--- config.mk ---
export PLATFORM = sky130hd
export DESIGN_NAME = uart_byte_link
export DESIGN_NICKNAME = d
export VERILOG_FILES = /design/src/rtl/uart_byte_link.sv
export SDC_FILE = /design/constraint.sdc
export NUM_CORES = 1
export LEC_CHECK = 0
export BUFFER_PORTS_ARGS = -buffer_cell sky130_fd_sc_hd__buf_2
export CORE_MARGIN = 3
export CORE_UTILIZATION = 60
export CTS_CLUSTER_SIZE = 14
export DETAILED_ROUTE_END_ITERATION = 16
export PLACE_DENSITY = 0.77
export SLEW_MARGIN = 20
export SYNTH_ARGS = -nofsm -noshare
export SYNTH_HDL_FRONTEND = slang
export SYNTH_SLANG_ARGS = --single-unit
--- constraint.sdc ---
create_clock -name in_clk -period 4.23 [get_ports in_clk]
set_clock_uncertainty 0.15 [all_clocks]
set_input_delay 0.846 -clock in_clk [delete_from_list [all_inputs] [get_ports in_clk]]
set_output_delay 0.846 -clock in_clk [all_outputs]
set_load 0.05 [all_outputs]
--- src/rtl/uart_byte_link.sv ---
// 8N1 LSB-first UART link: synchronised receiver with armed/one-byte-buffer
// delivery toward the decoder, plus a single-shot transmitter.
module uart_byte_link #(
    parameter int CLK_DIV = 434
) (
    input  logic       in_clk,
    input  logic       in_rst,
    input  logic       in_rxd,
    output logic       out_txd,
    output logic [7:0] data_rx,
    output logic       rx_done,
    input  logic       rx_trig,
    input  logic [7:0] data_tx,
    input  logic       tx_trig,
    output logic       tx_done,
    output logic       out_tx_busy,
    output logic       out_rx_overrun,
    output logic       out_rx_frame_err
);

    localparam int CW = $clog2(CLK_DIV);
    localparam logic [CW-1:0] BIT_LAST  = CW'(CLK_DIV - 1);
    localparam logic [CW-1:0] HALF_LAST = CW'(CLK_DIV / 2 - 1);

    typedef enum logic [1:0] {RX_IDLE, RX_START, RX_DATA, RX_STOP} rxState_t;
    typedef enum logic [1:0] {TX_IDLE, TX_START, TX_DATA, TX_STOP} txState_t;

    logic          rxdMeta_q, rxdSync_q;
    rxState_t      rxState_q;
    logic [CW-1:0] rxCnt_q;
    logic [2:0]    rxBit_q;
    logic [7:0]    rxShift_q;
    logic          frameErr_q;
    logic          rxSample, rxByteDone;

    logic       armed_q, armed_d;
    logic       bufFull_q, bufFull_d;
    logic [7:0] buf_q, buf_d;
    logic [7:0] dataRx_q, dataRx_d;
    logic       rxDone_q, rxDone_d;
    logic       overrun_q, overrun_d;

    txState_t      txState_q;
    logic [CW-1:0] txCnt_q;
    logic [2:0]    txBit_q;
    logic [7:0]    txShift_q;
    logic          txd_q, busy_q, txDone_q;

    always_ff @(posedge in_clk or posedge in_rst) begin
        if (in_rst) begin
            rxdMeta_q <= 1'b1;
            rxdSync_q <= 1'b1;
        end else begin
            rxdMeta_q <= in_rxd;
            rxdSync_q <= rxdMeta_q;
        end
    end

    assign rxSample   = (rxCnt_q == '0);
    assign rxByteDone = (rxState_q == RX_STOP) && rxSample && rxdSync_q;

    // Counter runs down; every bit decision is taken when it reaches zero.
    always_ff @(posedge in_clk or posedge in_rst) begin
        if (in_rst) begin
            rxState_q  <= RX_IDLE;
            rxCnt_q    <= '0;
            rxBit_q    <= '0;
            rxShift_q  <= '0;
            frameErr_q <= 1'b0;
        end else begin
            case (rxState_q)
                RX_IDLE: begin
                    if (!rxdSync_q) begin
                        rxState_q <= RX_START;
                        rxCnt_q   <= HALF_LAST;
                    end
                end
                RX_START: begin
                    if (!rxSample) begin
                        rxCnt_q <= rxCnt_q - 1'b1;
                    end else if (rxdSync_q) begin
                        rxState_q <= RX_IDLE;
                    end else begin
                        rxState_q <= RX_DATA;
                        rxCnt_q   <= BIT_LAST;
                        rxBit_q   <= '0;
                    end
                end
                RX_DATA: begin
                    if (!rxSample) begin
                        rxCnt_q <= rxCnt_q - 1'b1;
                    end else begin
                        rxShift_q <= {rxdSync_q, rxShift_q[7:1]};
                        rxCnt_q   <= BIT_LAST;
                        rxBit_q   <= rxBit_q + 3'd1;
                        if (rxBit_q == 3'd7) begin
                            rxState_q <= RX_STOP;
                        end
                    end
                end
                RX_STOP: begin
                    if (!rxSample) begin
                        rxCnt_q <= rxCnt_q - 1'b1;
                    end else begin
                        rxState_q <= RX_IDLE;
                        if (!rxdSync_q) begin
                            frameErr_q <= 1'b1;
                        end
                    end
                end
                default: rxState_q <= RX_IDLE;
            endcase
        end
    end

    // A trigger is resolved before a byte completing in the same cycle.
    always_comb begin
        armed_d   = armed_q;
        bufFull_d = bufFull_q;
        buf_d     = buf_q;
        dataRx_d  = dataRx_q;
        rxDone_d  = 1'b0;
        overrun_d = overrun_q;
        if (rx_trig) begin
            if (bufFull_q) begin
                dataRx_d  = buf_q;
                rxDone_d  = 1'b1;
                bufFull_d = 1'b0;
            end else begin
                armed_d = 1'b1;
            end
        end
        if (rxByteDone) begin
            if (armed_d) begin
                dataRx_d = rxShift_q;
                rxDone_d = 1'b1;
                armed_d  = 1'b0;
            end else if (!bufFull_d) begin
                buf_d     = rxShift_q;
                bufFull_d = 1'b1;
            end else begin
                overrun_d = 1'b1;
            end
        end
    end

    always_ff @(posedge in_clk or posedge in_rst) begin
        if (in_rst) begin
            armed_q   <= 1'b1;
            bufFull_q <= 1'b0;
            buf_q     <= '0;
            dataRx_q  <= '0;
            rxDone_q  <= 1'b0;
            overrun_q <= 1'b0;
        end else begin
            armed_q   <= armed_d;
            bufFull_q <= bufFull_d;
            buf_q     <= buf_d;
            dataRx_q  <= dataRx_d;
            rxDone_q  <= rxDone_d;
            overrun_q <= overrun_d;
        end
    end

    // Line level is registered one state ahead so out_txd changes on the
    // same edge the state does.
    always_ff @(posedge in_clk or posedge in_rst) begin
        if (in_rst) begin
            txState_q <= TX_IDLE;
            txCnt_q   <= '0;
            txBit_q   <= '0;
            txShift_q <= '0;
            txd_q     <= 1'b1;
            busy_q    <= 1'b0;
            txDone_q  <= 1'b0;
        end else begin
            txDone_q <= 1'b0;
            case (txState_q)
                TX_IDLE: begin
                    if (tx_trig) begin
                        txState_q <= TX_START;
                        txShift_q <= data_tx;
                        txCnt_q   <= BIT_LAST;
                        txd_q     <= 1'b0;
                        busy_q    <= 1'b1;
                    end
                end
                TX_START: begin
                    if (txCnt_q != '0) begin
                        txCnt_q <= txCnt_q - 1'b1;
                    end else begin
                        txState_q <= TX_DATA;
                        txCnt_q   <= BIT_LAST;
                        txBit_q   <= '0;
                        txd_q     <= txShift_q[0];
                    end
                end
                TX_DATA: begin
                    if (txCnt_q != '0) begin
                        txCnt_q <= txCnt_q - 1'b1;
                    end else begin
                        txCnt_q <= BIT_LAST;
                        if (txBit_q == 3'd7) begin
                            txState_q <= TX_STOP;
                            txd_q     <= 1'b1;
                        end else begin
                            txd_q     <= txShift_q[1];
                            txShift_q <= {1'b0, txShift_q[7:1]};
                            txBit_q   <= txBit_q + 3'd1;
                        end
                    end
                end
                TX_STOP: begin
                    if (txCnt_q != '0) begin
                        txCnt_q <= txCnt_q - 1'b1;
                    end else begin
                        txState_q <= TX_IDLE;
                        busy_q    <= 1'b0;
                        txDone_q  <= 1'b1;
                    end
                end
                default: txState_q <= TX_IDLE;
            endcase
        end
    end

    assign out_txd          = txd_q;
    assign out_tx_busy      = busy_q;
    assign tx_done          = txDone_q;
    assign data_rx          = dataRx_q;
    assign rx_done          = rxDone_q;
    assign out_rx_overrun   = overrun_q;
    assign out_rx_frame_err = frameErr_q;

endmodule
==> impl_metrics.py, run 1 <==
metrics = {
    "timing": {
        "fin_crit_ps": 2770,
        "clock.fmax_mhz": 361,
        "slew_headroom_pct": 39.4,
        "rsz0062_at_grt": "false",
        "setup_viol": 0,
        "drv_slew": 0,
        "min_period_over_period_pct": 65.4,
        "worst_pin_slew_ps": 900,
        "fin_tns_setup_ps": 0,
        "hold_viol_final": 0,
    },
    "worst_setup_path": {
        "cp_num_buf_inv": 1,
        "required_ps": 4330,
        "crit_chain": "inv_1 > ha_1 > or3b_1 > o41ai_4 > a2111oi_0 > a31o_1",
        "start_kind": "flop",
        "slowest_delay_ps": 830,
        "cpMaxStageDelayCell": "o41ai_4",
        "worstPathMaxFanout": 17,
        "crit_family": "compound AO/OA/AOI/OAI gates",
        "end_kind": "flop",
        "crit_type": "reg2reg",
        "arrival_ps": 2870,
    },
    "clock_network": {
        "clock_path_buffers": 2,
        "clkTransAtPathRegs_ps": 80,
        "cts_buffers": 9,
        "clock_latency_ps": 360,
        "root_buffer": "clkbuf_8",
        "cts.htree.levels": 3,
        "cts_tree": "done",
        "cts_sinks": 70,
        "post-cts-setup-buffers": 0,
        "ctsResizeCount": 0,
        "cts_hold_buffers": 0,
    },
    "job": {
        "maxCapViolations": 0,
    },
    "cells_and_area": {
        "n_antenna_cell": 0,
        "nFillCells": 450,
        "mostFrequentLayoutCells": "66 x dfrtp_1, 26 x buf_2, 20 x nor2_1, 20 x o21ai_0, 19 x inv_1",
        "drive_above_1_share_pct": 28.5,
        "syn_to_final_growth_pct": 9.30,
        "final_cell_area_sq_um": 4250,
        "final_nets": 405,
        "layout.cells.most_common": "dfrtp_1",
    },
    "route": {
        "vias_per_cell": 6.24,
        "drt-initial-drc-count": 161,
        "wirelength_microns": 7520,
        "dr.pass1.iters": 4,
        "vias": 2852,
        "drc": 0,
        "ant_nets": 0,
        "post_drt_wl_per_cell_microns": 16.5,
    },
    "synthesis": {
        "synth_edf_count": 0,
        "ys_ff_latch": 70,
        "synth_area_per_cell_sq_um": 11.1,
        "synth_area_sq_um": 3890,
        "syn-num-nets": 377,
        "ys.flop_type": "dfrtp_1",
        "synthCells": 349,
        "ys.warnings.count": 0,
        "synth_seq_area_share_pct": 45.2,
        "ys_async_sr_fraction_pct": 100,
        "synth.distinct_cells": 65,
    },
    "place": {
        "dp_hpwl_microns": 5180,
        "port_buffers": 26,
        "gp_congestion": 0.878,
        "post_dp_cell_area_sq_um": 4070,
    },
    "global_routing": {
        "antenna_found_initial": 0,
        "grt_pass1_vias": 2831,
        "globalRoute.totalOverflow": 0,
        "grt_max_degree": 36,
        "grt_pass1_wl_microns": 12900,
        "track_usage_pct": 21.8,
    },
    "floorplan": {
        "die_area_sq_um": 7480,
        "core_sq_um": 6100,
        "die_h_microns": 86.5,
        "die_w_microns": 86.5,
        "rows": 28,
        "ios": 27,
        "initial_core_util_pct": 63.8,
    },
    "power_and_ir_drop": {
        "power_leakage_uw": 0.00204,
        "peakVddDrop_uv": 158,
        "power_per_cell_area_nw_per_um2": 283,
    },
    "min_path": {
        "holdCritPathClass": "reg2reg",
    },
    "outcome": {
        "status": "completed",
    },
}
-- worst paths after layout --
check / startpoint / end / slack (ps) / cells after the start
min: rxdMeta_q / rxdSync_q / 200 / 0
min reg2reg: rxdMeta_q / rxdSync_q / 200 / 0
max in group asynchronous: in_rst / rxdMeta_q / 3150 / 3
max reg2reg: rxCnt_q[0] / rxCnt_q[8] / 1460 / 6
max: rxCnt_q[0] / rxCnt_q[8] / 1460 / 6
min in group asynchronous: in_rst / rxShift_q[1] / 410 / 3
-- layer usage --
layer	GRT usage, %	share of wire (%)	up-vias
met5	0	0	-
met4	10.1	2.3	0
met3	3.23	4.1	15
met2	37.3	49	75
met1	27.2	45	1386
li1	-	-	1376
-- per-stage QoR --
stage	total power, uW	util, %	hold slack [ps]	cells	setup slack (ps)
final	1200	69.7	197	457	1460
after global routing	1240	69.7	207	457	1240
after CTS	1210	69.7	195	457	1460
after detailed placement	714	66.7	197	441	1480
after global placement	714	66.7	197	441	1570
after floorplan	702	-	195	349	1470
-- synth_stat cells (all sizes together), types with 4 or more instances --
cell / instances / share of area, %
and3: 5 / 0.80
mux2: 33 / 11
a31o: 4 / 0.90
o31ai: 6 / 1.2
a22o: 7 / 1.6
nor3: 7 / 1.6
dfstp: 4 / 2.7
a31oi: 7 / 1.1
o221a: 8 / 2.3
dfrtp: 66 / 42
o21ai: 23 / 3.0
a21oi: 17 / 2.2
o22a: 6 / 1.4
clkbuf: 9 / 0.87
ha: 15 / 4.8
inv: 20 / 1.9
nor3b: 10 / 2.1
nand2: 17 / 2.0
nor2: 20 / 1.9
nand2b: 4 / 0.64
nor4: 5 / 1.4
-- kinds of logic after synthesis --
| family | synth area share, % |
|---|---|
| compound gates | 19.5 |
| simple gates | 14.7 |
| flops | 45.2 |
| mux | 11.9 |
| buf+inv | 3.38 |
| fa+ha+maj | 5.09 |
| xor+xnor | 0.225 |
-- state kept, by name, summed over array words and instances (netlist names), 2 cells and up, named ones only --
signal     cells
rxCnt_q        9
txCnt_q        9
buf_q          8
data_rx        8
rxShift_q      8
txShift_q      8
rxBit_q        3
txBit_q        3
txState_q      2
-- layout make-up --
type                            instances  area [sq um]  share of cell area (%)
Clock buffer                            9           124                    2.92
Clock inverter                          7          55.1                    1.30
Inverter                               20          75.1                    1.77
Multi-Input combinational cell        248          2000                    47.0
Sequential cell                        70          1760                    41.4
Tap cell                               75          93.8                    2.21
Timing Repair Buffer                   28           145                    3.42
-- where the power goes --
| part | switching [uW] | leakage, uW | internal [uW] |
|---|---|---|---|
| clock | 282 | 0.0000866 | 218 |
| combinational | 19.6 | 0.00104 | 8.46 |
| sequential | 1.59 | 0.000915 | 670 |
Note: power is estimated with default switching activity, not from simulation.
==> run 2, diff against run 1 <==
Settings changed: ABC_AREA set to 1.
Clock period 4.23 ns to 2.78 ns, I/O delays scaled along.
==> run 2 against run 1 <==
  * Core utilization decreased by 0.56 points
  * Final cell count grew 29%
  * Clock power increased by 39%
  * Sequential power up 88%
  * First-iteration DRC count decreased by 3.1%
  * Worst hold slack got worse by 78 ps
  * Via count is 8.1% higher
  * Worst setup slack got worse by 690 ps
  * Synthesized cell count rose by 37%
  * Largest power group unchanged
==> impl_metrics.py, run 2 <==
metrics = {
    "timing": {
        "fin_tns_setup_ps": 0,
        "whs_ps": 118,
        "drv_slew": 0,
        "worst_pin_slew_ps": 437,
        "hold_viol_final": 0,
        "setup_viol": 0,
        "fin_crit_ps": 2010,
        "slew_headroom_pct": 70.8,
        "clock.fmax_mhz": 498,
        "rsz0062_at_grt": "false",
        "min_period_over_period_pct": 72.2,
    },
    "min_path": {
        "holdCritPathClass": "in2async",
    },
    "place": {
        "dp_hpwl_microns": 5210,
        "port_buffers": 26,
        "post_dp_cell_area_sq_um": 4000,
        "place_inst": 575,
        "gp_congestion": 0.869,
    },
    "route": {
        "post_drt_wl_per_cell_microns": 12.1,
        "wirelength_microns": 7150,
        "dr.pass1.iters": 6,
        "drt-initial-drc-count": 156,
        "vias": 3084,
        "vias_per_cell": 5.22,
        "drc": 0,
        "ant_nets": 0,
    },
    "cells_and_area": {
        "syn_to_final_growth_pct": 9.54,
        "final_cell_area_sq_um": 4170,
        "layout.cells.most_common": "nand2_1",
        "mostFrequentLayoutCells": "159 x nand2_1, 66 x dfrtp_1, 56 x inv_1",
        "nFillCells": 517,
        "multi_input_area_sq_um": 1740,
        "final_nets": 539,
        "drive_above_1_share_pct": 18.6,
        "n_antenna_cell": 0,
        "largest_registers": "rxCnt_q x9, txCnt_q x9",
        "seqCellArea_sq_um": 1760,
        "stdcell_count": 591,
    },
    "power_and_ir_drop": {
        "peakVddDrop_uv": 660,
        "power_per_cell_area_nw_per_um2": 748,
        "power_leakage_uw": 0.00226,
    },
    "floorplan": {
        "die_h_microns": 85.6,
        "die_w_microns": 85.6,
        "rows": 28,
        "core_sq_um": 6030,
        "die_area_sq_um": 7330,
        "ios": 27,
        "initial_core_util_pct": 63.1,
    },
    "worst_setup_path": {
        "worstReg2RegEnd": "txShift_q[6]",
        "crit_type": "reg2reg",
        "end_kind": "flop",
        "rr_worst_depth": 10,
        "required_ps": 2900,
        "critPathCapture": "txShift_q[6]",
        "r2r_slack_ps": 770,
        "arrival_ps": 2130,
        "crit_start": "txState_q[0]",
        "r2r-start": "txState_q[0]",
        "worstPathMaxFanout": 15,
        "start_kind": "flop",
    },
    "synthesis": {
        "synth_top_area_cell": "dfrtp_1",
        "synth_area_per_cell_sq_um": 7.94,
        "ys_top_cells_by_count": "159 x nand2_1, 66 x dfrtp_1, 57 x inv_1",
        "synthCells": 479,
        "synth_seq_area_share_pct": 46.2,
        "synth_edf_count": 0,
        "ys.flop_type": "dfrtp_1",
        "ys_async_sr_fraction_pct": 100,
        "synth_area_sq_um": 3800,
        "synth.distinct_cells": 37,
        "syn-num-nets": 507,
        "ys.warnings.count": 0,
        "synth_area_leaders": "dfrtp_1 43%, nand2_1 16%, inv_1 5.6%",
        "synth_top_area_share_pct": 43.4,
        "yosys.cell_count.top_type": "nand2_1",
        "ys_ff_latch": 70,
    },
    "global_routing": {
        "antenna_found_initial": 0,
        "grt_pass1_wl_microns": 12400,
        "track_usage_pct": 21.2,
        "globalRoute.totalOverflow": 0,
        "grt_pass1_vias": 2830,
        "grt_max_degree": 71,
    },
    "clock_network": {
        "clock_latency_ps": 340,
        "cts_tree": "done",
        "cts.htree.levels": 3,
        "clkTransAtPathRegs_ps": 70,
        "root_buffer": "clkbuf_8",
        "cts_sinks": 70,
        "clock_path_buffers": 2,
        "post-cts-setup-buffers": 0,
        "cts_buffers": 9,
        "ctsResizeCount": 0,
        "cts_hold_buffers": 0,
    },
    "job": {
        "maxCapViolations": 0,
    },
    "outcome": {
        "status": "completed",
    },
}
run 2: cell count changes after synthesis, sizes merged, moves of 7 or more:
cell and change:
a22o -7, inv +47, nand2 +150, o21ai +22
nor2 +17, clkbuf -7, a31oi -7, mux2 -25
nor3b -10, nand3 +26, o221a -8
run 2: routing by layer:
layer  wire, microns  GRT usage [%]
met5               0              0
met4             149           8.78
met3             226           4.90
met2            3370           34.0
met1            3400           27.7
run 2: area by class of cell:
| cell class | count | share of cell area, % |
|---|---|---|
| Timing Repair Buffer | 27 | 3.60 |
| Multi-Input combinational cell | 335 | 41.8 |
| Tap cell | 75 | 2.25 |
| Sequential cell | 70 | 42.2 |
| Clock inverter | 7 | 0.991 |
| Clock buffer | 9 | 2.97 |
| Inverter | 68 | 6.16 |
run 2: worst min path at each step:
stage          cells after the start  slack [ps]  startpoint         end
2_1_floorplan                      0         200   rxdMeta_q   rxdSync_q
3_3_place_gp                       0         210   rxdMeta_q   rxdSync_q
3_5_place_dp                       0         210   rxdMeta_q   rxdSync_q
4_1_cts                            3         130      in_rst  rxCnt_q[0]
5_1_grt                            1         140      in_rxd   rxdMeta_q
6_report                           3         120      in_rst  rxCnt_q[2]
run 2: power breakdown:
group / switching, uW / internal (uW)
sequential: 84.7 / 1180
clock: 378 / 316
combinational: 782 / 377
total: 1240 / 1870
run 2: cells by family (layout without fill, tap and decap cells):
| kind of cell | after synthesis | in the layout | share of synthesized area [%] |
|---|---|---|---|
| AND/OR/NAND/NOR | 244 | 244 | 27.7 |
| multiplexers | 8 | 8 | 2.37 |
| flip-flops | 70 | 70 | 46.2 |
| AO/OA/AOI/OAI | 64 | 64 | 9.91 |
| adder cells (fa/ha/maj) | 15 | 15 | 4.94 |
| buffers and inverters | 74 | 111 | 7.96 |
| XOR/XNOR | 4 | 4 | 0.921 |
run 2: worst max-delay path, stage by stage, from the launching register on:
cell	delay, ps
dfrtp_1	420
inv_1	100
ha_1	290
inv_2	170
nor2_4	150
inv_2	50
o21ai_1	90
nand3_2	150
clkinv_2	210
nand2_1	80
o21ai_1	70
run 2: per-stage QoR:
stage | total power [uW] | utilization (%) | setup slack (ps)
after floorplan | 2250 | - | 312
after global placement | 2410 | 66.4 | 863
after detailed placement | 2440 | 66.4 | 783
after CTS | 3150 | 69.1 | 757
after global routing | 3370 | 69.1 | 551
final | 3120 | 69.1 | 773
